[src/rtl/ht_sig_gen.sv]
// ht_sig_gen: builds the 48-bit 802.11n HT-SIG field (define HT_SIG_GEN_CHECK_EN to reject mcs>76 or stbc==3)
module ht_sig_gen #(
  parameter int CRC_TIMEOUT = 64
) (
  input  logic        clk,
  input  logic        rstn,
  input  logic        start,
  input  logic [6:0]  mcs,
  input  logic        cbw40,
  input  logic [15:0] ht_length,
  input  logic        smoothing,
  input  logic        not_sounding,
  input  logic        aggregation,
  input  logic        fec_ldpc,
  input  logic        short_gi,
  input  logic [1:0]  stbc,
  input  logic [1:0]  ness,
  output logic        crc_start,
  output logic [33:0] crc_d,
  input  logic        crc_valid,
  input  logic [7:0]  crc,
  output logic [23:0] sig_word,
  output logic        sig_valid,
  output logic        sig_last,
  input  logic        sig_ready,
  output logic        busy,
  output logic        err
);
  // LOAD is a one-cycle gap so crc_start lands on the second cycle after start
  typedef enum logic [2:0] {IDLE, LOAD, REQ, WAIT, OUT1, OUT2} state_t;
  state_t st, nxt;
  logic [23:0] sig1_q;
  logic [9:0] sig2_q;
  logic [7:0] crc_q, cnt;
  logic bad, accept, to_hit;
`ifdef HT_SIG_GEN_CHECK_EN
  assign bad = (mcs > 7'd76) || (stbc == 2'b11);
`else
  assign bad = 1'b0;
`endif
  assign accept = (st == IDLE) && start && !bad;
  assign to_hit = cnt == 8'(CRC_TIMEOUT - 1);
  // state register; reset forces IDLE immediately, dropping any partial field
  always_ff @(posedge clk or negedge rstn)
    if (!rstn) st <= IDLE;
    else st <= nxt;
  // next-state: crc_valid beats the timeout when both land on the same edge
  always_comb begin
    nxt = st;
    case (st)
      IDLE: nxt = accept ? LOAD : IDLE;
      LOAD: nxt = REQ;
      REQ: nxt = WAIT;
      WAIT: nxt = crc_valid ? OUT1 : (to_hit ? IDLE : WAIT);
      OUT1: nxt = sig_ready ? OUT2 : OUT1;
      OUT2: nxt = sig_ready ? IDLE : OUT2;
      default: nxt = IDLE;
    endcase
  end
  // field latch, CRC capture, timeout counter and error pulse
  always_ff @(posedge clk or negedge rstn)
    if (!rstn) begin
      sig1_q <= '0;
      sig2_q <= '0;
      crc_q <= '0;
      cnt <= '0;
      err <= 1'b0;
    end else begin
      err <= ((st == IDLE) && start && bad) || ((st == WAIT) && !crc_valid && to_hit);
      cnt <= (st == WAIT) ? cnt + 8'd1 : '0;
      if (accept) begin
        sig1_q <= {ht_length, cbw40, mcs};
        sig2_q <= {ness, short_gi, fec_ldpc, stbc, aggregation, 1'b1, not_sounding, smoothing};
      end
      if ((st == WAIT) && crc_valid) crc_q <= crc;
    end
  // outputs decoded from state so they all drop with reset
  always_comb begin
    busy = st != IDLE;
    crc_start = st == REQ;
    crc_d = {sig2_q, sig1_q};
    sig_valid = (st == OUT1) || (st == OUT2);
    sig_last = st == OUT2;
    sig_word = (st == OUT1) ? sig1_q : (st == OUT2) ? {6'b0, crc_q, sig2_q} : '0;
  end
endmodule

[config.mk]
export PLATFORM = sky130hd
export DESIGN_NAME = ht_sig_gen
export DESIGN_NICKNAME = d
export VERILOG_FILES = /design/src/rtl/ht_sig_gen.sv
export SDC_FILE = /design/constraint.sdc
export NUM_CORES = 1
export LEC_CHECK = 0
export BUFFER_PORTS_ARGS = -buffer_cell sky130_fd_sc_hd__buf_2
export CAP_MARGIN = 20
export CORE_ASPECT_RATIO = 0.9
export CORE_MARGIN = 5
export CORE_UTILIZATION = 51
export DETAILED_ROUTE_END_ITERATION = 7
export PLACE_DENSITY = 0.89
export SLEW_MARGIN = 40
export SYNTH_ARGS = -nofsm -noshare
export SYNTH_HDL_FRONTEND = slang
export SYNTH_SLANG_ARGS = --single-unit
[constraint.sdc]
create_clock -name clk -period 3.85 [get_ports clk]
set_input_delay 0.9625 -clock clk [delete_from_list [all_inputs] [get_ports clk]]
set_output_delay 0.9625 -clock clk [all_outputs]
set_load 0.1 [all_outputs]
# Word level (Yosys, flattened, before mapping)
# Cells that the tools add are included.
# W data, S select, Z words.
# classes
add_sub_neg	1
n_mul	0
div	0
magnitude_cmp	0
eq_ne	6
shifts	0
n_mux	9
bitwise_logic	0
n_reduce_logical	8
# ops
cell	n
$mux W24	1
$mux W18	1
$pmux W3 S6	1
$add A8 B1 Y8 const B	1
$eq A8 B6 Y1 const B	1
$mux W8	1
$eq A3 B2 Y1 const B	2
$eq A3 B3 Y1 const B	2
$mux W3	2
$logic_and A1 B1 Y1	4
$eq A3 B1 Y1 const B	1
$logic_not A3 Y1	1
$reduce_bool A3 Y1	1
$mux W1	2
$mux W2	1
$logic_not A1 Y1	1
$logic_or A1 B1 Y1	1
# totals
register_bits	54
latchBits	0
ram_bits	0
mem_bits_ro	0
memories	0

# Logic depth before layout (Yosys ltp)
# Gate-level depths: netlist of run 1.
# depth
word_depth	4
depth_mapped	5
mapped_depth_nobuf	4

# Least setup slack after synthesis of run 1
# OpenSTA, ideal clock, no wires.
# synth_timing
kind	reg-to-output
start	reg st[0]
end	out crc_start
arrival_time_ps	2896
path_slack_ps	-9
path_stages_with_launch	4
path_buffers	2
cell_sequence	dfrtp_1 -> buf_6 -> buf_2 -> nor3b_1
# synth_via
elab_chain_cells	1
# synth_lines
item	line_no	source
from (decl)	31	state_t st, nxt;
from (signal assigned)	46	else st <= nxt;
$eq A3 B2 Y1	80	crc_start = st == REQ;
to (decl)	18	output logic crc_start,
# Every way passes these cells.

# Worst setup path in the final report of run 1
# layout_timing
start	reg st[1]
end	out sig_word[18]
# layout_via
elab_chain_cells	2
# layout_lines
item	line_no	source
$eq A3 B3 Y1	84	sig_word = (st == OUT1) ? sig1_q : (st == OUT2) ? {6'b0, crc_q, sig2_q} : '0;
$mux W24	84	
to (decl)	22	output logic [23:0] sig_word,
# Every way passes these cells.

==> reports/metrics.json, run 1 <==
{
  "row_count": 24,
  "yosys_warnings": 0,
  "clk_transition_reported_paths_ps": 90,
  "timing.clock.skew_ps": 10.8,
  "placement.setup.worst_slack_ps": 1270,
  "vias": 1900,
  "cts_tree": "done",
  "clock_path_buffers": 2,
  "tritoncts_num_sinks": 54,
  "dieArea_sq_mm": 0.00663,
  "grt_setup_unrepaired": "false",
  "syn2layout_area_growth_pct": 25.7,
  "cts_hold_buffers": 0,
  "largest_net_degree_at_the_start_of_global_routing": 36,
  "worstSetupStartpointType": "flip-flop",
  "drt-total-wl_um": 6100,
  "worst_hold_path_type": "reg -> reg",
  "timing.hold.worst.start": "cnt[0]$_DFF_PN0_",
  "number_of_antenna_violations_at_the_first_check_in_global_routing": 0,
  "htreeDepth": 2,
  "setup_tns_ps": 0,
  "fin_area_sq_mm": 0.00327,
  "achievable_frequency_mhz": 342,
  "reg2reg_path_depth": 4,
  "first_global_vias": 1990,
  "placeableCoreArea_sq_mm": 0.00489,
  "outcome": "complete, no violations",
  "global_route.usage.total_pct": 18.6,
  "cts.repair_timing.setup_buffer_count": 0,
  "r2r_start": "st[0]$_DFF_PN0_",
  "post_layout_nonfiller_instances": 369,
  "io_buffers": 108,
  "synth_fa_ha_area_share_pct": 0.481,
  "grt.overflow.total": 0,
  "post_drt_wl_per_cell_um": 16.5,
  "post_synth_mux_area_share_pct": 28.9,
  "synth-seq-cells": 54,
  "die_w_um": 85.3,
  "die_height_um": 77.7,
  "cts_root_buffer": "sky130_fd_sc_hd__clkbuf_8",
  "placed_area_sq_mm": 0.00316,
  "synthesized_area_fraction_occupied_by_ao_oa_aoi_and_oai_cells_pct": 2.94,
  "timing.hold.worst_path_depth": 1,
  "period_utilization_pct": 75.9,
  "async_reset_ff_share_pct": 100,
  "report.final.setup_viol": 0,
  "yosys.area_share.simple_pct": 10.4,
  "design.portCount": 109,
  "synth-edff-count": 0,
  "clk_latency_ps": 310,
  "yosysTopAreaCell": "sky130_fd_sc_hd__dfrtp_1",
  "firstDrtPassIters": 4,
  "post_cts.resized_instances": 0,
  "synthDistinctLibCells": 35,
  "slew_viol_final": 0,
  "average_instance_area_after_synthesis_sq_um": 13.5,
  "cts_buffers": 5,
  "post-place-cells": 361,
  "layout_cell_share_with_drive_strength_beyond_1_pct": 53.3,
  "worstPathMaxFanout": 10,
  "max_slew.worst_pin.slew_ps": 806,
  "postRouteAntennaNets": 0,
  "arrival_time_of_the_worst_setup_path_ps": 1960,
  "timing.critical_path.required_ps": 2890,
  "synthTopCellsByArea": "sky130_fd_sc_hd__dfrtp_1, sky130_fd_sc_hd__mux2_4, sky130_fd_sc_hd__mux2i_1, sky130_fd_sc_hd__mux2_2, sky130_fd_sc_hd__nor2_1",
  "n_antenna_cell": 0,
  "vias_per_cell": 5.15,
  "layout_min_cycle_time_ps": 2920,
  "postSynthCellCount": 193,
  "detailedPlacementHpwl_um": 4610,
  "worst-setup-path-type": "reg -> out",
  "synthXorXnorAreaFrac_pct": 1.35,
  "initial_standard_cell_utilization_of_the_core_pct": 53.1,
  "ys_seq_area_share_pct": 52.0,
  "grt_first_pass_wirelength_um": 9870,
  "synth_top_family_by_area": "multiplexers",
  "crit_path_start": "st[1]$_DFF_PN0_",
  "slew_headroom_pct": 46.3,
  "postLayoutSetupSlackWorst_ps": 929,
  "place_congestion": 0.796,
  "first_iter_violations": 101,
  "syn_nets": 240,
  "critical_path.endpoint_type": "output pin",
  "number_of_failing_hold_endpoints_at_the_final_stage": 0,
  "nNetsFinal": 350,
  "synth-main-ff-cell": "sky130_fd_sc_hd__dfrtp_1",
  "syn_area_sq_mm": 0.00260,
  "max_cap_violations": 0,
  "synth_largest_type_area_fraction_pct": 52.0,
  "drc": 0
}
## routing by layer
layer / wire [um] / global-route usage, % / share of wire, %
met1: 2550 / 23.1 / 42
met2: 3060 / 32.0 / 50
met3: 343 / 4.03 / 5.6
met4: 147 / 6.49 / 2.4
met5: 0 / 0 / 0
## path summary, 6_finish.rpt
check	end	slack, ps
worst max-delay path	sig_word[18]	930
worst min-delay path	cnt[0]$_DFF_PN0_	480
worst max register to register	sig1_q[11]$_DFFE_PN0P_	1660
worst min register to register	cnt[0]$_DFF_PN0_	480
max in group asynchronous	err$_DFF_PN0_	2630
min in group asynchronous	sig1_q[9]$_DFFE_PN0P_	590
## layout by cell type, fill, tap and decap left out, drive strengths merged, types with 2 or more instances in the layout
| cell | synthesis | final |
|---|---|---|
| dfrtp | 54 | 54 |
| xor2 | 2 | 2 |
| or3 | 3 | 3 |
| nor2 | 25 | 25 |
| mux2 | 41 | 41 |
| a21oi | 2 | 2 |
| xnor2 | 2 | 2 |
| and3 | 7 | 7 |
| buf | 6 | 111 |
| mux2i | 18 | 18 |
| o21ai | 2 | 2 |
| nand3 | 3 | 3 |
| inv | 4 | 4 |
| clkbuf | 2 | 7 |
| nor4 | 2 | 2 |
| nand2 | 6 | 6 |
## Yosys cell counts (2+ instances only)
library cell / n
sky130_fd_sc_hd__dfrtp_1: 54
sky130_fd_sc_hd__or3_1: 2
sky130_fd_sc_hd__xor2_1: 2
sky130_fd_sc_hd__mux2_4: 29
sky130_fd_sc_hd__o21ai_0: 2
sky130_fd_sc_hd__buf_2: 2
sky130_fd_sc_hd__nor2_1: 24
sky130_fd_sc_hd__inv_1: 4
sky130_fd_sc_hd__nor4_1: 2
sky130_fd_sc_hd__clkbuf_1: 2
sky130_fd_sc_hd__and3_1: 7
sky130_fd_sc_hd__a21oi_1: 2
sky130_fd_sc_hd__buf_12: 3
sky130_fd_sc_hd__mux2_2: 12
sky130_fd_sc_hd__nand2_1: 6
sky130_fd_sc_hd__xnor2_1: 2
sky130_fd_sc_hd__mux2i_1: 18
sky130_fd_sc_hd__nand3_1: 3
## area by class of cell
| class | instances | area, sq um |
|---|---|---|
| Fill cell | 387 | 1630 |
| Sequential cell | 54 | 1350 |
| Multi-Input combinational cell | 127 | 1150 |
| Timing Repair Buffer | 111 | 566 |
| Tap cell | 65 | 81.3 |
| Clock buffer | 7 | 76.3 |
| Clock inverter | 1 | 30.0 |
| Inverter | 4 | 15.0 |
## cell families (layout without fill, tap and decap cells)
kind of cell	Yosys count	in the layout
mux	59	59
flops	54	54
simple gates	52	52
buf+inv	12	123
compound gates	11	11
xor+xnor	4	4
fa+ha+maj	1	1
## state kept, by name, indices dropped and copies added, names as in the netlist
| signal | flops |
|---|---|
| sig1_q | 24 |
| sig2_q | 10 |
| crc_q | 8 |
| cnt | 8 |
| err | 1 |
| st | 3 |
## worst max-delay path, stage by stage (launching register included)
cell	delay [ps]
sky130_fd_sc_hd__dfrtp_1	460
sky130_fd_sc_hd__nand2b_1	350
sky130_fd_sc_hd__inv_1	240
sky130_fd_sc_hd__and3_1	180
sky130_fd_sc_hd__buf_2	420
## per-stage QoR
step,hold WS [ps],util (%)
floorplan,433,-
global placement,448,64.6
detailed placement,463,64.6
CTS,475,66.7
global route,503,66.8
finish,476,66.8
Power of run 1 is not shown: default switching activity piles up to over one toggle a cycle in this logic, so the estimate is an artifact.
==> run 2: changes to the inputs <==
--- a/config.mk
+++ b/config.mk
@@ -9,9 +9,9 @@
 export CAP_MARGIN = 20
 export CORE_ASPECT_RATIO = 0.9
 export CORE_MARGIN = 5
-export CORE_UTILIZATION = 51
+export CORE_UTILIZATION = 48
 export DETAILED_ROUTE_END_ITERATION = 7
-export PLACE_DENSITY = 0.89
+export PLACE_DENSITY = 0.85
 export SLEW_MARGIN = 40
 export SYNTH_ARGS = -nofsm -noshare
 export SYNTH_HDL_FRONTEND = slang
==> constraint.sdc (replaced) <==
create_clock -name clk -period 2.89 [get_ports clk]
set_input_delay 0.7225 -clock clk [delete_from_list [all_inputs] [get_ports clk]]
set_output_delay 0.7225 -clock clk [all_outputs]
set_load 0.1 [all_outputs]
==> run 2 against run 1 <==
First-iteration DRC count shrank 25%. Via count grew 2.2%. Final area grew 12%. Die area grew 5.5%. Count of clock-buffer cells in the layout shrank 1. Register-to-register slack lost 820 ps. Non-clock buffer count grew 2. Largest cell class unchanged.
==> reports/metrics.json, run 2 (synthesis gave the netlist of run 1 again) <==
{
  "reg2reg_path_depth": {"value": 4, "change": "unchanged"},
  "dieArea": {"value": 0.00699, "unit": "sq mm", "change": "was 0.00663 sq mm"},
  "fill_cells": {"value": 389, "change": "was 387"},
  "max_cap_violations": {"value": 0, "change": "unchanged"},
  "vias_per_cell": {"value": 5.21, "change": "was 5.15"},
  "layout_commonest_cell": {"value": "sky130_fd_sc_hd__buf_2", "change": "unchanged"},
  "slew_viol_final": {"value": 0, "change": "unchanged"},
  "die_w": {"value": 87.6, "unit": "um", "change": "was 85.3 um"},
  "max_slew.worst_pin.slew": {"value": 673, "unit": "ps", "change": "was 806 ps"},
  "largest_register_ffs": {"value": 24, "change": "unchanged"},
  "first_iter_violations": {"value": 76, "change": "was 101"},
  "place_congestion": {"value": 0.763, "change": "was 0.796"},
  "post_layout_nonfiller_instances": {"value": 373, "change": "was 369"},
  "cts_hold_buffers": {"value": 0, "change": "unchanged"},
  "biggestRegsByFlops": {"value": "sig1_q x24, sig2_q x10", "change": "unchanged"},
  "arrival_time_of_the_worst_setup_path": {"value": 1910, "unit": "ps", "change": "was 1960 ps"},
  "largest_register": {"value": "sig1_q", "change": "unchanged"},
  "syn2layout_area_growth": {"value": 40.2, "unit": "%", "change": "was 25.7%"},
  "hold_ws": {"value": 463, "unit": "ps", "change": "was 476 ps"},
  "post_cts.resized_instances": {"value": 0, "change": "unchanged"},
  "crit_family": {"value": "buffers and inverters", "change": "unchanged"},
  "drc": {"value": 0, "change": "unchanged"},
  "number_of_antenna_violations_at_the_first_check_in_global_routing": {"value": 0, "change": "unchanged"},
  "first_global_vias": {"value": 2111, "change": "was 1990"},
  "io_buffers": {"value": 108, "change": "unchanged"},
  "rrSetupSlack": {"value": 840, "unit": "ps", "change": "was 1660 ps"},
  "n_antenna_cell": {"value": 0, "change": "unchanged"},
  "mostFrequentLayoutCells": {"value": "sky130_fd_sc_hd__buf_2, sky130_fd_sc_hd__dfrtp_1, sky130_fd_sc_hd__mux2_4, sky130_fd_sc_hd__buf_12", "change": "was sky130_fd_sc_hd__buf_2, sky130_fd_sc_hd__dfrtp_1, sky130_fd_sc_hd__mux2_4, sky130_fd_sc_hd__nor2_1, sky130_fd_sc_hd__mux2i_1"},
  "grt_first_pass_wirelength": {"value": 10300, "unit": "um", "change": "was 9870 um"},
  "reg2reg_to": {"value": "sig1_q[0]$_DFFE_PN0P_", "change": "was sig1_q[11]$_DFFE_PN0P_"},
  "slowest_stage": {"value": "sky130_fd_sc_hd__dfrtp_1", "change": "unchanged"},
  "placeableCoreArea": {"value": 0.00526, "unit": "sq mm", "change": "was 0.00489 sq mm"},
  "crit_path_largest_cell_delay": {"value": 450, "unit": "ps", "change": "was 460 ps"},
  "firstDrtPassIters": {"value": 4, "change": "unchanged"},
  "outcome": {"value": "complete, no violations", "change": "unchanged"},
  "layout_cell_share_with_drive_strength_beyond_1": {"value": 59.8, "unit": "%", "change": "was 53.3%"},
  "grt_setup_unrepaired": {"value": "false", "change": "unchanged"},
  "drt-total-wl": {"value": 6430, "unit": "um", "change": "was 6100 um"},
  "cts_buffers": {"value": 5, "change": "unchanged"},
  "timing.clock.skew": {"value": 9.24, "unit": "ps", "change": "was 10.8 ps"},
  "r2r_start": {"value": "st[0]$_DFF_PN0_", "change": "unchanged"},
  "die_height": {"value": 79.8, "unit": "um", "change": "was 77.7 um"},
  "cts_tree": {"value": "done", "change": "unchanged"},
  "clk_transition_reported_paths": {"value": 100, "unit": "ps", "change": "was 90 ps"},
  "layout_min_cycle_time_ps": 2630,
  "clock_path_buffers": {"value": 2, "change": "unchanged"},
  "cts.repair_timing.setup_buffer_count": {"value": 0, "change": "unchanged"},
  "detailedPlacementHpwl": {"value": 4820, "unit": "um", "change": "was 4610 um"},
  "critical_path_cell_count": {"value": 5, "change": "was 4"},
  "htreeDepth": {"value": 2, "change": "unchanged"},
  "tritoncts_num_sinks": {"value": 54, "change": "unchanged"},
  "crit_path_start": {"value": "st[1]$_DFF_PN0_", "change": "unchanged"},
  "clk_latency": {"value": 300, "unit": "ps", "change": "was 310 ps"},
  "worst-setup-path-type": {"value": "reg -> out", "change": "unchanged"},
  "largest_net_degree_at_the_start_of_global_routing": {"value": 55, "change": "was 36"},
  "crit_chain": {"value": "nand2b_1 -> buf_4 -> inv_1 -> and3_1 -> buf_2", "change": "was nand2b_1 -> inv_1 -> and3_1 -> buf_2"},
  "crit_end": {"value": "sig_word[21]", "change": "was sig_word[18]"},
  "path_buf_inv": {"value": 3, "change": "was 2"},
  "initial_standard_cell_utilization_of_the_core": {"value": 49.5, "unit": "%", "change": "was 53.1%"},
  "design.portCount": {"value": 109, "change": "unchanged"},
  "nNetsFinal": {"value": 352, "change": "was 350"},
  "row_count": {"value": 25, "change": "was 24"},
  "global_route.usage.total": {"value": 19.4, "unit": "%", "change": "was 18.6%"},
  "grt.overflow.total": {"value": 0, "change": "unchanged"},
  "post_drt_wl_per_cell": {"value": 17.2, "unit": "um", "change": "was 16.5 um"},
  "setup_tns": {"value": 0, "unit": "ps", "change": "unchanged"},
  "worst_hold_path_type": {"value": "reg -> reg", "change": "unchanged"},
  "critical_path.endpoint_type": {"value": "output pin", "change": "unchanged"},
  "period_utilization_pct": 91.0,
  "cts_root_buffer": {"value": "sky130_fd_sc_hd__clkbuf_8", "change": "unchanged"},
  "post-place-cells": {"value": 365, "change": "was 361"},
  "timing.critical_path.required": {"value": 2170, "unit": "ps", "change": "was 2890 ps"},
  "postRouteAntennaNets": {"value": 0, "change": "unchanged"},
  "slew_headroom": {"value": 55.1, "unit": "%", "change": "was 46.3%"},
  "number_of_failing_hold_endpoints_at_the_final_stage": {"value": 0, "change": "unchanged"},
  "vias": {"value": 1942, "change": "was 1900"},
  "worstSetupStartpointType": {"value": "flip-flop", "change": "unchanged"},
  "report.final.setup_viol": {"value": 0, "change": "unchanged"},
  "achievable_frequency_mhz": 380,
  "placed_area": {"value": 0.00354, "unit": "sq mm", "change": "was 0.00316 sq mm"},
  "fin_area": {"value": 0.00365, "unit": "sq mm", "change": "was 0.00327 sq mm"},
  "worstPathMaxFanout": {"value": 8, "change": "was 10"}
}
## run 2: area by class of cell
cell class | instances | area [sq um] | share of cell area [%]
clock buffer | 6 | 72.6 | 1.99
clock inverter | 2 | 37.5 | 1.03
inverter | 4 | 15.0 | 0.412
multi-input combinational | 127 | 1190 | 32.8
sequential | 54 | 1350 | 37.1
tap | 67 | 83.8 | 2.30
timing repair buffer | 113 | 891 | 24.4
## run 2: per-stage QoR
stage               utilization (%)  worst slack (ps)
floorplan                         -             -1.55
global placement               67.3               685
detailed placement             67.3               603
CTS                            69.4               248
global route                   69.4               128
finish                         69.4               261
## run 2: worst min path at each step
stage / to / startpoint / slack, ps / cells past startpoint
2_1_floorplan: cnt[0]$_DFF_PN0_ / rstn / 430 / 0
3_3_place_gp: cnt[0]$_DFF_PN0_ / cnt[0]$_DFF_PN0_ / 450 / 1
3_5_place_dp: cnt[0]$_DFF_PN0_ / cnt[0]$_DFF_PN0_ / 460 / 1
4_1_cts: cnt[0]$_DFF_PN0_ / cnt[0]$_DFF_PN0_ / 470 / 1
5_1_grt: cnt[0]$_DFF_PN0_ / cnt[0]$_DFF_PN0_ / 500 / 1
6_report: cnt[0]$_DFF_PN0_ / cnt[0]$_DFF_PN0_ / 460 / 1
## run 2: routing by layer
layer	GRT usage, %	share of wire, %
met1	22.9	40
met2	34.6	53
met3	3.72	5.0
met4	7.21	1.9
met5	0	0
Power of run 2 is left out for the same reason.
==> run 3: changes to the inputs <==
--- a/config.mk
+++ b/config.mk
@@ -9,9 +9,10 @@
 export CAP_MARGIN = 20
 export CORE_ASPECT_RATIO = 0.9
 export CORE_MARGIN = 5
-export CORE_UTILIZATION = 48
+export CORE_UTILIZATION = 45
+export CTS_BUF_LIST = sky130_fd_sc_hd__clkbuf_2
 export DETAILED_ROUTE_END_ITERATION = 7
-export PLACE_DENSITY = 0.85
+export PLACE_DENSITY = 0.81
 export SLEW_MARGIN = 40
 export SYNTH_ARGS = -nofsm -noshare
 export SYNTH_HDL_FRONTEND = slang
==> run 3 against run 2 <==
Hold slack got worse by 220 ps. Global-route usage fell by 2.5 points. Sequential share of layout area rose by 0.57 points. Count of clock-buffer cells in the layout fell by 1. Flip-flop and latch count did not move. Non-clock buffer count did not move. Final area fell by 1.5%. Die area rose by 5.9%. Maximum frequency rose by 0.63%. Via count fell by 3.2%. Wire length fell by 5.9%. Worst setup slack improved by 16 ps.
==> reports/metrics.json, run 3 (synthesis gave the netlist of run 1 again) <==
{
  "io_buffers": {"value": 108, "change": "unchanged"},
  "vias_per_cell": {"value": 5.01, "change": "was 5.21"},
  "cts_hold_buffers": {"value": 0, "change": "unchanged"},
  "drc": {"value": 0, "change": "unchanged"},
  "achievable_frequency": {"value": 383, "unit": "MHz", "change": "was 380 MHz"},
  "global_route.usage.total": {"value": 16.9, "unit": "%", "change": "was 19.4%"},
  "post_cts.resized_instances": {"value": 0, "change": "unchanged"},
  "reg2reg_path_depth": {"value": 5, "change": "was 4"},
  "syn2layout_area_growth": {"value": 38.1, "unit": "%", "change": "was 40.2%"},
  "drt-total-wl": {"value": 6050, "unit": "um", "change": "was 6430 um"},
  "slew_viol_final": {"value": 0, "change": "unchanged"},
  "outcome": {"value": "complete, no violations", "change": "unchanged"},
  "worst-setup-path-type": {"value": "reg -> out", "change": "unchanged"},
  "postRouteAntennaNets": {"value": 0, "change": "unchanged"},
  "clock_path_buffers": {"value": 2, "change": "unchanged"},
  "worst_hold_path_type": {"value": "in -> async", "change": "was reg -> reg"},
  "biggestRegsByFlops": {"value": "sig1_q x24, sig2_q x10", "change": "unchanged"},
  "crit_end": {"value": "sig_word[22]", "change": "was sig_word[21]"},
  "number_of_antenna_violations_at_the_first_check_in_global_routing": {"value": 0, "change": "unchanged"},
  "max_slew.worst_pin.slew": {"value": 595, "unit": "ps", "change": "was 673 ps"},
  "timing.clock.skew": {"value": 30.3, "unit": "ps", "change": "was 9.24 ps"},
  "grt_first_pass_wirelength": {"value": 10000, "unit": "um", "change": "was 10300 um"},
  "nNetsFinal": {"value": 352, "change": "unchanged"},
  "cts_buffers": {"value": 5, "change": "unchanged"},
  "rrSetupSlack": {"value": 920, "unit": "ps", "change": "was 840 ps"},
  "cts.repair_timing.setup_buffer_count": {"value": 0, "change": "unchanged"},
  "clk_latency": {"value": 430, "unit": "ps", "change": "was 300 ps"},
  "clk_transition_reported_paths": {"value": 260, "unit": "ps", "change": "was 100 ps"},
  "design.portCount": {"value": 109, "change": "unchanged"},
  "placement.setup.worst_slack": {"value": 798, "unit": "ps", "change": "was 603 ps"},
  "first_global_vias": {"value": 1970, "change": "was 2111"},
  "post_drt_wl_per_cell": {"value": 16.1, "unit": "um", "change": "was 17.2 um"},
  "max_cap_violations": {"value": 0, "change": "unchanged"},
  "grt.overflow.total": {"value": 0, "change": "unchanged"},
  "initial_standard_cell_utilization_of_the_core": {"value": 45.9, "unit": "%", "change": "was 49.5%"},
  "reg2reg_to": {"value": "sig1_q[12]$_DFFE_PN0P_", "change": "was sig1_q[0]$_DFFE_PN0P_"},
  "period_utilization": {"value": 90.4, "unit": "%", "change": "was 91.0%"},
  "postLayoutSetupSlackWorst": {"value": 278, "unit": "ps", "change": "was 261 ps"},
  "detailedPlacementHpwl": {"value": 4610, "unit": "um", "change": "was 4820 um"},
  "die_w": {"value": 90.1, "unit": "um", "change": "was 87.6 um"},
  "cts_tree": {"value": "done", "change": "unchanged"},
  "largest_register_ffs": {"value": 24, "change": "unchanged"},
  "layout_cell_share_with_drive_strength_beyond_1": {"value": 60.0, "unit": "%", "change": "was 59.8%"},
  "place_congestion": {"value": 0.777, "change": "was 0.763"},
  "mostFrequentLayoutCells": {"value": "sky130_fd_sc_hd__buf_2, sky130_fd_sc_hd__dfrtp_1, sky130_fd_sc_hd__mux2_4, sky130_fd_sc_hd__buf_12", "change": "unchanged"},
  "n_antenna_cell": {"value": 0, "change": "unchanged"},
  "post-route-util": {"value": 63.4, "unit": "%", "change": "was 69.4%"},
  "fill_cells": {"value": 445, "change": "was 389"},
  "worstSetupStartpointType": {"value": "flip-flop", "change": "unchanged"},
  "largest_register": {"value": "sig1_q", "change": "unchanged"},
  "layout_min_cycle_time": {"value": 2610, "unit": "ps", "change": "was 2630 ps"},
  "grt_setup_unrepaired": {"value": "false", "change": "unchanged"},
  "arrival_time_of_the_worst_setup_path": {"value": 1890, "unit": "ps", "change": "was 1910 ps"},
  "setup_tns": {"value": 0, "unit": "ps", "change": "unchanged"},
  "layout_commonest_cell": {"value": "sky130_fd_sc_hd__buf_2", "change": "unchanged"},
  "cts_root_buffer": {"value": "sky130_fd_sc_hd__clkbuf_2", "change": "was sky130_fd_sc_hd__clkbuf_8"},
  "r2r_start": {"value": "st[0]$_DFF_PN0_", "change": "unchanged"},
  "report.final.setup_viol": {"value": 0, "change": "unchanged"},
  "slowest_stage": {"value": "sky130_fd_sc_hd__dfrtp_1", "change": "unchanged"},
  "first_iter_violations": {"value": 36, "change": "was 76"},
  "htreeDepth": {"value": 2, "change": "unchanged"},
  "firstDrtPassIters": {"value": 4, "change": "unchanged"},
  "tritoncts_num_sinks": {"value": 54, "change": "unchanged"},
  "crit_path_start": {"value": "st[1]$_DFF_PN0_", "change": "unchanged"},
  "row_count": {"value": 26, "change": "was 25"},
  "largest_net_degree_at_the_start_of_global_routing": {"value": 30, "change": "was 55"},
  "timing.critical_path.required": {"value": 2170, "unit": "ps", "change": "about the same"},
  "crit_path_largest_cell_delay": {"value": 510, "unit": "ps", "change": "was 450 ps"},
  "vias": {"value": 1879, "change": "was 1942"},
  "dieArea": {"value": 0.00740, "unit": "sq mm", "change": "was 0.00699 sq mm"},
  "number_of_failing_hold_endpoints_at_the_final_stage": {"value": 0, "change": "unchanged"},
  "slew_headroom": {"value": 60.4, "unit": "%", "change": "was 55.1%"},
  "die_height": {"value": 82.1, "unit": "um", "change": "was 79.8 um"},
  "worstPathMaxFanout": {"value": 8, "change": "unchanged"},
  "critical_path.endpoint_type": {"value": "output pin", "change": "unchanged"},
  "placeableCoreArea": {"value": 0.00566, "unit": "sq mm", "change": "was 0.00526 sq mm"},
  "crit_chain": {"value": "nand2b_1 -> inv_1 -> and3_1 -> buf_2", "change": "was nand2b_1 -> buf_4 -> inv_1 -> and3_1 -> buf_2"}
}
[run 3: changes by cell type in the layout (fill, tap and decap cells not counted)]
| cell | delta |
|---|---|
| sky130_fd_sc_hd__clkinvlp_4 | -1 |
| sky130_fd_sc_hd__clkbuf_1 | -1 |
| sky130_fd_sc_hd__clkbuf_8 | -5 |
| sky130_fd_sc_hd__clkbuf_2 | +5 |
| sky130_fd_sc_hd__bufinv_16 | -1 |
| sky130_fd_sc_hd__inv_6 | +1 |
| sky130_fd_sc_hd__buf_12 | +1 |
| sky130_fd_sc_hd__buf_4 | -1 |
| sky130_fd_sc_hd__clkinv_2 | +1 |
[run 3: cell type report]
cell class                      instances  area, sq um  area share, %
Sequential cell                        54         1350           37.6
Multi-Input combinational cell        127         1190           33.3
Timing Repair Buffer                  113          903           25.2
Tap cell                               70         87.6           2.44
Clock buffer                            5         25.0          0.697
Inverter                                4         15.0          0.418
Clock inverter                          2         13.8          0.383
[run 3: routing by layer]
layer | vias to the layer above | routed length (um) | GRT usage [%]
met5 | - | 0 | 0
met4 | 0 | 94 | 5.51
met3 | 9 | 343 | 4.44
met2 | 61 | 2930 | 28.7
met1 | 911 | 2680 | 21.5
li1 | 898 | - | -
[run 3: critical path, delay by kind of cell (launching register included)]
kind	cells	cell delay, ps
AND/OR/NAND/NOR	2	370
buffers and inverters	2	590
flip-flops	1	510
[run 3: worst min-delay path by stage]
stage | start | endpoint | cells after the start
floorplan | rstn | cnt[0]$_DFF_PN0_ | 0
global placement | cnt[0]$_DFF_PN0_ | cnt[0]$_DFF_PN0_ | 1
finish | rstn | sig1_q[13]$_DFFE_PN0P_ | 1
detailed placement | cnt[0]$_DFF_PN0_ | cnt[0]$_DFF_PN0_ | 1
global route | rstn | st[2]$_DFF_PN0_ | 1
CTS | rstn | sig1_q[13]$_DFFE_PN0P_ | 1
[run 3: per-stage QoR]
step                      cells  instance area [sq um]  hold slack, ps
after global routing        375                   3590             242
after floorplan             193                   2650             427
final                       375                   3590             241
after CTS                   375                   3590             225
after global placement      368                   3550             446
after detailed placement    368                   3550             456
Power of run 3 is left out for the same reason.
